`src/rtl/convert_op_if.sv`:
```
// rtl/convert_op_if.sv - sample-in / integer-out stream bundle for the FFT output converter
interface convert_op_if #(
  parameter int OUT_W = 16,
  parameter int LOG2N = 3
);
  logic             in_valid;
  logic             in_ready;
  logic [31:0]      in_re;
  logic [31:0]      in_im;
  logic             out_valid;
  logic             out_ready;
  logic [OUT_W-1:0] out_re;
  logic [OUT_W-1:0] out_im;
  logic [LOG2N-1:0] out_idx;
  logic             out_last;
  logic             sat_flag;

  modport slave (
    input  in_valid, in_re, in_im, out_ready,
    output in_ready, out_valid, out_re, out_im, out_idx, out_last, sat_flag
  );

  modport master (
    output in_valid, in_re, in_im, out_ready,
    input  in_ready, out_valid, out_re, out_im, out_idx, out_last, sat_flag
  );
endinterface

```
`src/rtl/convert_op.sv`:
```
// rtl/convert_op.sv - FFT output converter: Q16.16 round/saturate, bit-reverse reorder, frame drain
module convert_op #(
  parameter int LENGTH = 8,
  parameter int LOG2N  = 3,
  parameter int OUT_W  = 16,
  parameter int BITREV = 1
) (
  input  logic         clk,
  input  logic         rst_n,
  convert_op_if.slave  bus
);

  typedef enum logic {FILL, DRAIN} state_t;

  localparam logic [LOG2N-1:0]  LAST  = LOG2N'(LENGTH - 1);
  localparam logic signed [32:0] MAX_V = (33'sd1 <<< (OUT_W - 1)) - 33'sd1;
  localparam logic signed [32:0] MIN_V = -(33'sd1 <<< (OUT_W - 1));

  state_t           state;
  logic [LOG2N-1:0] wr_cnt;
  logic [LOG2N-1:0] rd_cnt;
  logic [LOG2N-1:0] rd_next;
  logic [LOG2N-1:0] wr_addr;
  logic             in_ready_r;
  logic             out_valid_r;
  logic             out_last_r;
  logic             sat_r;
  logic [OUT_W-1:0] out_re_r;
  logic [OUT_W-1:0] out_im_r;
  logic [OUT_W:0]   conv_re;
  logic [OUT_W:0]   conv_im;
  logic             accept;

  logic [OUT_W-1:0] mem_re [LENGTH];
  logic [OUT_W-1:0] mem_im [LENGTH];

  // Returns {saturated, value}; the 33-bit sum keeps 0x7FFFFFFF + 0x8000 from wrapping.
  function automatic logic [OUT_W:0] round_sat(input logic [31:0] x);
    logic signed [32:0] t;
    logic signed [32:0] y;
    t = $signed({x[31], x}) + 33'sd32768;
    y = t >>> 16;
    if (y > MAX_V)
      round_sat = {1'b1, MAX_V[OUT_W-1:0]};
    else if (y < MIN_V)
      round_sat = {1'b1, MIN_V[OUT_W-1:0]};
    else
      round_sat = {1'b0, y[OUT_W-1:0]};
  endfunction

  function automatic logic [LOG2N-1:0] map_addr(input logic [LOG2N-1:0] idx);
    logic [LOG2N-1:0] r;
    r = idx;
    if (BITREV != 0) begin
      for (int b = 0; b < LOG2N; b++)
        r[b] = idx[LOG2N-1-b];
    end
    return r;
  endfunction

  always_comb begin
    conv_re = round_sat(bus.in_re);
    conv_im = round_sat(bus.in_im);
    wr_addr = map_addr(wr_cnt);
    rd_next = rd_cnt + 1'b1;
    accept  = bus.in_valid && in_ready_r;
  end

  always_ff @(posedge clk) begin
    if (accept) begin
      mem_re[wr_addr] <= conv_re[OUT_W-1:0];
      mem_im[wr_addr] <= conv_im[OUT_W-1:0];
    end
  end

  // The last arrival always lands at address LENGTH-1, so slot 0 is already valid when DRAIN starts.
  always_ff @(posedge clk or negedge rst_n) begin
    if (!rst_n) begin
      state       <= FILL;
      wr_cnt      <= '0;
      rd_cnt      <= '0;
      in_ready_r  <= 1'b1;
      out_valid_r <= 1'b0;
      out_last_r  <= 1'b0;
      out_re_r    <= '0;
      out_im_r    <= '0;
      sat_r       <= 1'b0;
    end else begin
      case (state)
        FILL: begin
          if (accept) begin
            sat_r <= sat_r | conv_re[OUT_W] | conv_im[OUT_W];
            if (wr_cnt == LAST) begin
              state       <= DRAIN;
              wr_cnt      <= '0;
              rd_cnt      <= '0;
              in_ready_r  <= 1'b0;
              out_valid_r <= 1'b1;
              out_last_r  <= 1'b0;
              out_re_r    <= mem_re[0];
              out_im_r    <= mem_im[0];
            end else begin
              wr_cnt <= wr_cnt + 1'b1;
            end
          end
        end
        DRAIN: begin
          if (out_valid_r && bus.out_ready) begin
            if (out_last_r) begin
              state       <= FILL;
              rd_cnt      <= '0;
              in_ready_r  <= 1'b1;
              out_valid_r <= 1'b0;
              out_last_r  <= 1'b0;
            end else begin
              rd_cnt     <= rd_next;
              out_last_r <= (rd_next == LAST);
              out_re_r   <= mem_re[rd_next];
              out_im_r   <= mem_im[rd_next];
            end
          end
        end
        default: state <= FILL;
      endcase
    end
  end

  assign bus.in_ready  = in_ready_r;
  assign bus.out_valid = out_valid_r;
  assign bus.out_re    = out_re_r;
  assign bus.out_im    = out_im_r;
  assign bus.out_idx   = rd_cnt;
  assign bus.out_last  = out_last_r;
  assign bus.sat_flag  = sat_r;

endmodule

```
`src/flat_wrapper.sv`:
```
// flat-port wrapper written by rule: the top's interface ports become plain ports
module convert_op_flat 
#(
  parameter int LENGTH = 8,
  parameter int LOG2N  = 3,
  parameter int OUT_W  = 16,
  parameter int BITREV = 1
)
  (clk, rst_n, bus_in_valid, bus_in_re, bus_in_im, bus_out_ready, bus_in_ready, bus_out_valid, bus_out_re, bus_out_im, bus_out_idx, bus_out_last, bus_sat_flag);
  convert_op_if #(.OUT_W(OUT_W), .LOG2N(LOG2N)) bus_i ();
  input  logic clk;
  input  logic rst_n;
  input wire logic [$bits(bus_i.in_valid)-1:0] bus_in_valid;
  input wire logic [$bits(bus_i.in_re)-1:0] bus_in_re;
  input wire logic [$bits(bus_i.in_im)-1:0] bus_in_im;
  input wire logic [$bits(bus_i.out_ready)-1:0] bus_out_ready;
  output wire logic [$bits(bus_i.in_ready)-1:0] bus_in_ready;
  output wire logic [$bits(bus_i.out_valid)-1:0] bus_out_valid;
  output wire logic [$bits(bus_i.out_re)-1:0] bus_out_re;
  output wire logic [$bits(bus_i.out_im)-1:0] bus_out_im;
  output wire logic [$bits(bus_i.out_idx)-1:0] bus_out_idx;
  output wire logic [$bits(bus_i.out_last)-1:0] bus_out_last;
  output wire logic [$bits(bus_i.sat_flag)-1:0] bus_sat_flag;
  assign bus_i.in_valid = bus_in_valid;
  assign bus_i.in_re = bus_in_re;
  assign bus_i.in_im = bus_in_im;
  assign bus_i.out_ready = bus_out_ready;
  assign bus_in_ready = bus_i.in_ready;
  assign bus_out_valid = bus_i.out_valid;
  assign bus_out_re = bus_i.out_re;
  assign bus_out_im = bus_i.out_im;
  assign bus_out_idx = bus_i.out_idx;
  assign bus_out_last = bus_i.out_last;
  assign bus_sat_flag = bus_i.sat_flag;
  convert_op #(.LENGTH(LENGTH), .LOG2N(LOG2N), .OUT_W(OUT_W), .BITREV(BITREV)) u_core (.clk(clk), .rst_n(rst_n), .bus(bus_i));
endmodule
```
`config.mk`:
```
export PLATFORM = sky130hd
export DESIGN_NAME = convert_op_flat
export DESIGN_NICKNAME = d
export VERILOG_FILES = /design/src/rtl/convert_op_if.sv /design/src/rtl/convert_op.sv /design/src/flat_wrapper.sv
export SDC_FILE = /design/constraint.sdc
export NUM_CORES = 1
export LEC_CHECK = 0
export CORE_MARGIN = 2
export CORE_UTILIZATION = 52
export CTS_CLUSTER_DIAMETER = 40
export DETAILED_ROUTE_END_ITERATION = 8
export PLACE_DENSITY = 0.83
export SETUP_SLACK_MARGIN = 0.15
export SYNTH_ARGS = -nofsm -noshare
export SYNTH_HDL_FRONTEND = slang
export SYNTH_SLANG_ARGS = --single-unit
export TNS_END_PERCENT = 5
```
`constraint.sdc`:
```
create_clock -name clk -period 2.4 [get_ports clk]
set_clock_uncertainty 0.1 [all_clocks]
set_input_delay 0.48 -clock clk [delete_from_list [all_inputs] [get_ports clk]]
set_output_delay 0.48 -clock clk [all_outputs]
set_load 0.05 [all_outputs]
```
==> metrics.txt <==
status finished clean; Post-Synth Simple-Gate Area 0.0684; effective utilization at floorplan 0.531; Worst path slowest cell clkdlybuf4s50_1; CP startpoint kind primary input; ANT nets after route 0; WL/cell 22.2 um; Pleak 5.58 nW; 1st-iter DRT viols around 730; clock sinks 299; worst slew pin tran around 0.75 ns; # setup viols final 0; CP Class primary input to register; Final min period ~2.3 ns; initial antenna violation count 0; Pwr Total 11.7 mW; post-route cell area between 15000 and 20000 um^2; fmax around 440 MHz; CP startpoint bus_in_im[15]; asr flop ratio synth 0.144; Finished Core Util 0.665; Top FF cell, synth edfxtp_1; worst-path fanout max 8; max cap viols 0; GRT Util Overall 0.226; Final Hold Fails 0; Post-synth EDFFs between 200 and 300; WP data arrival roughly 2.4 ns; cell taking the most area after synthesis edfxtp_1; total CTS buffers 36; CTS tree done; fin cells roughly 1.3k; FF-to-FF path depth 8; syn_nets around 840; CTS Root Cell clkbuf_16; largest net degree at the start of global routing 65; DRC 0; syn_area_per_cell between 15 and 20 um^2; total die area ~25000 um^2; later-pin clock latency in the skew report 0.53 ns; fin crit share 0.950; port bufs 76; synth-to-layout area growth 25.2%; adder-cell share of the synthesized area 0.0100; mux contribution to synthesized area 0.143; io pins 107; Syn Inst Count about 760; largest family of logic cells by synthesized area multiplexers; Via density just under 6; WP data required around 2.5 ns; drt total wl between 20 and 30 mm; Via Count 7504; Synth Area in XOR/XNOR 0.0141; Crit. End Element register; maximum vdd ir drop 577 uV; Area contributors post-synth edfxtp_1, mux4_2, dfrtp_1; clock buffer depth 3; placed cell area 14300 um^2; FF+latch count, synth around 300; diode count 0; Die Y about 160 um; Placed Cells between 1k and 1.5k; Synth top area share 0.617; Core Area 23500 um^2; first-pass GRT wire length roughly 44 mm; Final HPWL DP 15.8 mm; Hold WC Path Type primary input to asynchronous set/reset pin; relative slew slack 0.498; RSZ-0062 raised after global routing yes; vias in the first global route between 7k and 8k; Hold Slack between 0.2 and 0.3 ns; Synth cell types 47; post-synthesis compound-gate area fraction 0.0446; share of cells above drive strength 1 0.245; Worst path max stage delay between 0.4 and 0.5 ns; Yosys Warn Count 0; grt ovf 0; CP dominant cell by count nand4_1; Post-Syn Area 12500 um^2; fin nets roughly 1k; sequential area share after synthesis 0.703; crit-path cells clkdlybuf4s50_1 > ha_1 > nand4_1 > or4_1 > nand4_1 > buf_4 > nand2_1; final slew viol count 0; pwr dens 751 nW/um^2; first drt pass iteration count 7; Reg clk slew, reported paths roughly 0.060 ns; H-tree depth 2; FP Rows 56; Final GP Congestion 0.804; Die Width 159 um; r2r startpoint u_core.bus.out_idx[0]
## flip-flops by register name (all words and copies together) (netlist names)
signal	cells
u_core.bus.out_valid	1
u_core.bus.out_last	1
u_core.bus.out_re	16
u_core.bus.out_im	16
u_core.bus.out_idx	3
u_core.state	1
u_core.wr_cnt	3
u_core.bus.in_ready	1
u_core.mem_re	128
u_core.mem_im	128
u_core.bus.sat_flag	1
## path summary, 6_finish.rpt
kind,end,slack [ns]
max in group asynchronous,u_core.bus.out_idx[0],1.37
worst max register to register,u_core.bus.out_re[5],0.18
worst min-delay path,u_core.bus.out_re[0],0.27
min in group clk,u_core.bus.out_im[10],0.37
worst max-delay path,u_core.mem_im[4][6],0.12
worst min register to register,u_core.bus.out_im[10],0.37
## timing repair
action                                  in CTS  in global routing
buffers inserted                             0                  2
gates resized for setup                     33                  6
hold endpoints to repair                     8                  0
hold buffers                                 1                  0
pin swaps                                    0                  1
endpoints found under the setup margin      37                156
## critical path: cells and delay by family
family                   cells  cell delay, ns
AND/OR/NAND/NOR              4            1.02
buffers and inverters        2            0.71
adder cells (fa/ha/maj)      1            0.18
## synth_stat cells, types with 2 or more instances
library cell / instances
and4_1: 3
clkbuf_1: 23
xnor2_1: 7
buf_2: 9
o21ai_1: 62
dfrtp_1: 42
nor4_1: 3
mux4_2: 64
and2_1: 3
inv_1: 10
ha_1: 10
buf_4: 4
xor2_1: 13
nand2_1: 108
nand3_1: 16
nand3b_1: 3
nor3_1: 3
a31oi_1: 3
o211ai_1: 4
nand4_1: 8
o21ai_0: 19
nor2_1: 11
edfxtp_1: 256
a21oi_1: 2
and3_1: 16
o31ai_1: 2
a21o_1: 2
mux2i_1: 33
## power breakdown
part           internal (mW)  switching [mW]  leakage (nW)
Sequential              5.66               0          2.88
Combinational          0.140           0.183          2.07
Clock                   3.58            2.16         0.623
## cells in the final DEF (no fill, tap or decap), types with 4 or more instances in the layout
cell type        count
and3_1              16
buf_12              16
buf_4               70
bufinv_16            6
clkbuf_1             5
clkbuf_16           37
clkdlybuf4s50_1     42
dfrtp_1             40
dlygate4sd2_1       32
edfxtp_1           256
ha_1                 9
inv_1                9
inv_6                8
mux2i_1             33
mux4_2              64
nand2_1            102
nand2_2              7
nand3_1             16
nand4_1              8
nor2_1              11
o211ai_1             4
o21ai_0             14
o21ai_1             67
xnor2_1              7
xor2_1              12
## cells by family after synthesis
| family | count (synthesis) |
|---|---|
| and+or+nand+nor | 183 |
| AOI/OAI and AO/OA | 101 |
| adders and majority gates | 10 |
| DFF | 299 |
| xor gates and xnor gates | 20 |
| muxes | 98 |
| buffers and inverters | 47 |
## stage by stage
| stage | TNS, ns | setup slack [ns] |
|---|---|---|
| finish | 0 | 0.120 |
| detailed placement | -53.93 | -0.383 |
| global placement | -43.78 | -0.320 |
| global route | 0 | 0.0447 |
| CTS | 0 | 0.151 |
| floorplan | -0.654 | -0.0233 |
## layout make-up
class / instances / area (um^2)
flip-flops and latches: 299 / 8770
fillers: 1503 / 7870
multi-input cells: 412 / 3550
repair buffers: 163 / 1570
clock buffers: 44 / 972
well taps: 319 / 399
clock inverters: 22 / 303
inverters: 10 / 40.0
## metal layers
| metal | global-route usage | vias up | share of wire |
|---|---|---|---|
| met2 | 0.399 | 354 | 0.53 |
| met3 | 0.0418 | 69 | 0.064 |
| met4 | 0.0851 | 0 | 0.030 |
| li1 | - | 3288 | - |
| met5 | 0 | - | 0 |
| met1 | 0.277 | 3793 | 0.38 |
Power figures use the tool's default switching activity.
